**src/rtl/alu_subtracter_pkg.sv**
```systemverilog
// Shared ALU package: default datapath width and the signed data type.
// Used by both the subtracter and the adder.
package alu_subtracter_pkg;

    localparam int DEFAULT_DATA_WIDTH = 16;

    typedef logic signed [DEFAULT_DATA_WIDTH-1:0] data_t;

endpackage

```
**src/rtl/alu_subtracter_full_subtractor.sv**
```systemverilog
// One-bit full subtractor cell for the ripple-borrow chain.
module full_subtractor (
    input  logic a,
    input  logic b,
    input  logic bin,
    output logic d,
    output logic bout
);

    assign d    = a ^ b ^ bin;
    assign bout = (~a & b) | (~(a ^ b) & bin);

endmodule

```
**src/rtl/alu_subtracter.sv**
```systemverilog
// Registered two's-complement subtracter with zero/negative/overflow/borrow
// flags; captures on enable, holds otherwise.
module alu_subtracter
    import alu_subtracter_pkg::*;
#(
    parameter int DATA_WIDTH = DEFAULT_DATA_WIDTH
) (
    input  logic                  clock,
    input  logic                  reset,
    input  logic                  enable,
    input  logic [DATA_WIDTH-1:0] op1,
    input  logic [DATA_WIDTH-1:0] op2,
    output logic [DATA_WIDTH-1:0] result,
    output logic                  zero,
    output logic                  negative,
    output logic                  overflow,
    output logic                  borrow
);

    localparam int MSB = DATA_WIDTH - 1;

    logic [DATA_WIDTH-1:0] diff;
    logic [DATA_WIDTH:0]   bchain;

    logic [DATA_WIDTH-1:0] result_d, result_q;
    logic                  zero_d, zero_q;
    logic                  negative_d, negative_q;
    logic                  overflow_d, overflow_q;
    logic                  borrow_d, borrow_q;

    assign bchain[0] = 1'b0;

    for (genvar i = 0; i < DATA_WIDTH; i++) begin : g_chain
        full_subtractor u_fs (
            .a    (op1[i]),
            .b    (op2[i]),
            .bin  (bchain[i]),
            .d    (diff[i]),
            .bout (bchain[i+1])
        );
    end

    always_comb begin
        result_d   = result_q;
        zero_d     = zero_q;
        negative_d = negative_q;
        overflow_d = overflow_q;
        borrow_d   = borrow_q;
        if (enable) begin
            result_d   = diff;
            zero_d     = (diff == '0);
            negative_d = diff[MSB];
            // Operands of differing sign whose result flips away from op1
            overflow_d = (op1[MSB] != op2[MSB]) && (diff[MSB] != op1[MSB]);
            borrow_d   = bchain[DATA_WIDTH];
        end
    end

    always_ff @(posedge clock or posedge reset) begin
        if (reset) begin
            result_q   <= '0;
            zero_q     <= 1'b0;
            negative_q <= 1'b0;
            overflow_q <= 1'b0;
            borrow_q   <= 1'b0;
        end else begin
            result_q   <= result_d;
            zero_q     <= zero_d;
            negative_q <= negative_d;
            overflow_q <= overflow_d;
            borrow_q   <= borrow_d;
        end
    end

    assign result   = result_q;
    assign zero     = zero_q;
    assign negative = negative_q;
    assign overflow = overflow_q;
    assign borrow   = borrow_q;

endmodule

```
**config.mk**
```make
export PLATFORM = sky130hd
export DESIGN_NAME = alu_subtracter
export DESIGN_NICKNAME = d
export VERILOG_FILES = /design/src/rtl/alu_subtracter_pkg.sv /design/src/rtl/alu_subtracter_full_subtractor.sv /design/src/rtl/alu_subtracter.sv
export SDC_FILE = /design/constraint.sdc
export NUM_CORES = 1
export LEC_CHECK = 0
export ABC_CLOCK_PERIOD_IN_PS = 1000
export CAP_MARGIN = 20
export CORE_MARGIN = 2
export CORE_UTILIZATION = 40
export DETAILED_ROUTE_END_ITERATION = 6
export GPL_TIMING_DRIVEN = 0
export PLACE_DENSITY = 0.79
export SLEW_MARGIN = 20
export SYNTH_ARGS = -nofsm -noshare
export SYNTH_HDL_FRONTEND = slang
export SYNTH_SLANG_ARGS = --single-unit
```
**constraint.sdc**
```tcl
create_clock -name clock -period 1 [get_ports clock]
set_input_delay 0.25 -clock clock [delete_from_list [all_inputs] [get_ports clock]]
set_output_delay 0.25 -clock clock [all_outputs]
set_load 0.05 [all_outputs]
```
==> summary.txt <==
GRT
  • Initial antenna violation count: 0
  • GRT Residual Overflow: 0
  • Routing usage on met3: 5.67%
  • Grt met2 use: around 37%
  • Number of global-route vias before repair: 1,123
  • Gr busiest metal: met2
  • Total global-route track usage: between 10% and 20%
  • Met1 usage: a little over a fifth
  • Largest net degree at the start of global routing: 20
  • First-pass GRT wire length: 4950 um

Die
  • Die area: 3290 um2
  • Starting Density: approximately two fifths
  • Die Ht: 57.4 um
  • Die X: 57.4 um
  • IO Count: 55
  • Row cnt: 19
  • Core area: 2730 um2

Clock tree
  • Htree depth: 1
  • Clock Sinks: 19
  • Num CTS Buffers: 3
  • CTS tree: built
  • Clk buf depth: 2
  • Latest clock arrival within the worst-skew pair: 0.29 ns
  • # hold bufs at CTS: 0
  • Clk slew on worst S/H paths: approximately 0.11 ns
  • Clock root cell: clkbuf_4

Cells and area
  • Most common cell after layout, fill and taps aside: clkdlybuf4s50_1
  • Area Overhead vs Synth: 73.7%
  • Commonest non-fill, non-tap cells in the layout: clkdlybuf4s50_1, buf_6, inv_1
  • Diode count: 0
  • Share of layout cells above drive strength 1: between 40% and 50%
  • Fin nets: 223
  • FILL cells: 190
  • Multi-input logic area: about 650 um2
  • Post-route cell area: 1980 um2
  • Sequential cell area: ~480 um2

Route
  • Drt total wl: 2980 um
  • First drt pass iteration count: 5
  • Routed Antenna Nets: 0
  • Vias after detailed routing: 992
  • Via density: 4.94
  • Routed len/inst: 14.8 um
  • Post-route DRC: 0
  • Initial DRC Count: 16

Run status
  • Outcome: complete, but fails checks
  • Failing checks: setup timing

STA
  • Final hold violations: 0
  • Peak Freq: 0.155 GHz
  • Crit path time final: between 6 and 7 ns
  • Final WS setup: -5.44 ns
  • Final setup fails: 37
  • Final Skew: 0 ns
  • Hold WS: between 0.2 and 0.3 ns
  • Max Slew Vio Count: 0
  • Rel. slew slack: a little under three quarters
  • Slew @ Worst Pin: 0.436 ns
  • Period utilization: 644%
  • Final TNS setup: -53.67 ns
  • Unrepaired setup endpoints after global routing: yes

Power and ir drop
  • Clock power share: 12.3%
  • Switch Pwr: 0.00133 W
  • Internal power: 0.00186 W
  • Combinational share of power: 55.6%
  • Total power: 0.00319 W
  • Reg power frac: roughly 32%
  • VDD IR max: 1.20 mV
  • Pwr Density: 1610 nW/um2
  • Switching share of total power: about two fifths
  • Leakage power: roughly 0.90 nW

Hold path
  • WHS Endpoint: result[0]
  • Hold Crit Depth: 3
  • Hold_sp: op2[0]
  • Hold/Removal Path Class: in2reg

Synth
  • Seq cells post-synth: 19
  • Syn Nets: roughly 150
  • Mapped Cells: 102
  • Library cells used by synthesis: 19
  • Avg Inst Size Synth: 11.2 um2
  • Post-synthesis sequential area ratio: 41.7%
  • Synthesis Warnings: 0
  • Mapped Area: 1140 um2

Run
  • Max cap viols: 0

Worst setup path
  • R2R Path Start: result[5]
  • R2R depth: 4
  • Worst setup SP type: primary input
  • Worst reg2reg endpoint: result[5]
  • CP arrival: 6.67 ns
  • Reg2reg setup slack: 0.08 ns
  • CP required: 1.23 ns
  • CP endpoint kind: register
  • Critical path class: in2reg
  • CP Max Fanout: 2

Placement
  • Placed inst area: between 1500 and 2000 um2
  • I/O Buffers: 54
  • RD Place Congestion: 0.701
  • DPL Wire Length: 2260 um
-- worst max-delay path by stage --
stage | endpoint | cells past startpoint | slack [ns] | start
finish | zero | 22 | -5.44 | op1[0]
global route | zero | 22 | -5.62 | op1[0]
CTS | zero | 22 | -5.48 | op1[0]
detailed placement | zero | 22 | -6.36 | op1[0]
global placement | zero | 22 | -6.28 | op1[0]
floorplan | zero | 21 | -5.42 | op1[0]
-- cell families after synthesis --
family                     Yosys count  synth area share (%)
muxes                                7                  6.37
xor gates and xnor gates             1                 0.769
AOI/OAI and AO/OA                   12                  5.60
buffers and inverters               29                  10.1
and+or+nand+nor                     17                  6.91
DFF                                 19                  41.7
adders and majority gates           17                  28.5
-- per-stage QoR --
stage               utilization, %  setup slack, ns  instances
floorplan                        -            -5.42        102
global placement              65.4            -6.28        187
detailed placement            65.4            -6.36        187
CTS                           70.8            -5.48        196
global route                  72.4            -5.62        201
finish                        72.4            -5.44        201
-- what timing repair did --
| action | CTS | global route |
|---|---|---|
| gates resized for setup | 173 | 4 |
| pin swaps | 3 | 2 |
| setup endpoints to repair | 39 | 38 |
| setup buffers | 5 | 6 |
-- sequential cells by signal, summed over array words and instances, names as in the netlist --
| signal | flops |
|---|---|
| overflow | 1 |
| borrow | 1 |
| result | 16 |
| zero | 1 |
-- cell usage after synthesis --
library cell	instances	share of area, %
o22ai_1	1	0.55
mux2_2	2	2.0
xnor2_1	1	0.77
ha_1	2	2.2
clkbuf_1	1	0.33
nor2_1	11	3.6
o21a_1	1	0.66
mux2i_1	5	4.4
a21oi_1	10	4.4
nand2_1	1	0.33
or4_1	1	0.66
fa_1	15	26
nand3_1	1	0.44
buf_2	2	0.88
buf_4	1	0.66
nand4_1	2	1.1
nand4b_1	1	0.77
dfrtp_1	19	42
inv_1	25	8.2
-- final cells by class --
| class | count | area share [%] |
|---|---|---|
| tap | 31 | 1.96 |
| inverter | 25 | 5.56 |
| multi-input combinational | 54 | 32.7 |
| buffer | 4 | 1.77 |
| clock buffer | 4 | 1.33 |
| timing repair buffer | 64 | 32.6 |
| sequential | 19 | 24.1 |
-- power groups by stage --
| stage | clock, W | combinational, W | sequential [W] |
|---|---|---|---|
| 2_1_floorplan | 0 | 0.000431 | 0.00151 |
| 3_3_place_gp | 0 | 0.00149 | 0.00100 |
| 3_5_place_dp | 0 | 0.00152 | 0.00101 |
| 4_1_cts | 0.000396 | 0.00170 | 0.00102 |
| 5_1_grt | 0.000432 | 0.00188 | 0.00104 |
| 6_report | 0.000393 | 0.00177 | 0.00102 |
-- critical path, stage by stage --
cell	delay, ns
buf_8	0.09
inv_12	0.03
ha_4	0.14
fa_2	0.34
fa_2	0.35
fa_2	0.35
fa_2	0.34
fa_2	0.35
fa_2	0.35
fa_2	0.35
fa_2	0.35
fa_2	0.35
fa_2	0.35
fa_2	0.35
fa_2	0.35
fa_2	0.37
fa_2	0.34
inv_2	0.07
fa_1	0.41
nand4b_1	0.19
or4_1	0.48
o22ai_1	0.12
-- layer usage --
| layer | wire length, um | share of wire (%) | vias to the layer above |
|---|---|---|---|
| met2 | 1650 | 55 | 45 |
| met4 | 19 | 0.64 | 0 |
| met1 | 1080 | 36 | 493 |
| met5 | 0 | 0 | - |
| li1 | - | - | 450 |
| met3 | 234 | 7.8 | 4 |
(Power assumes the default switching activity.)
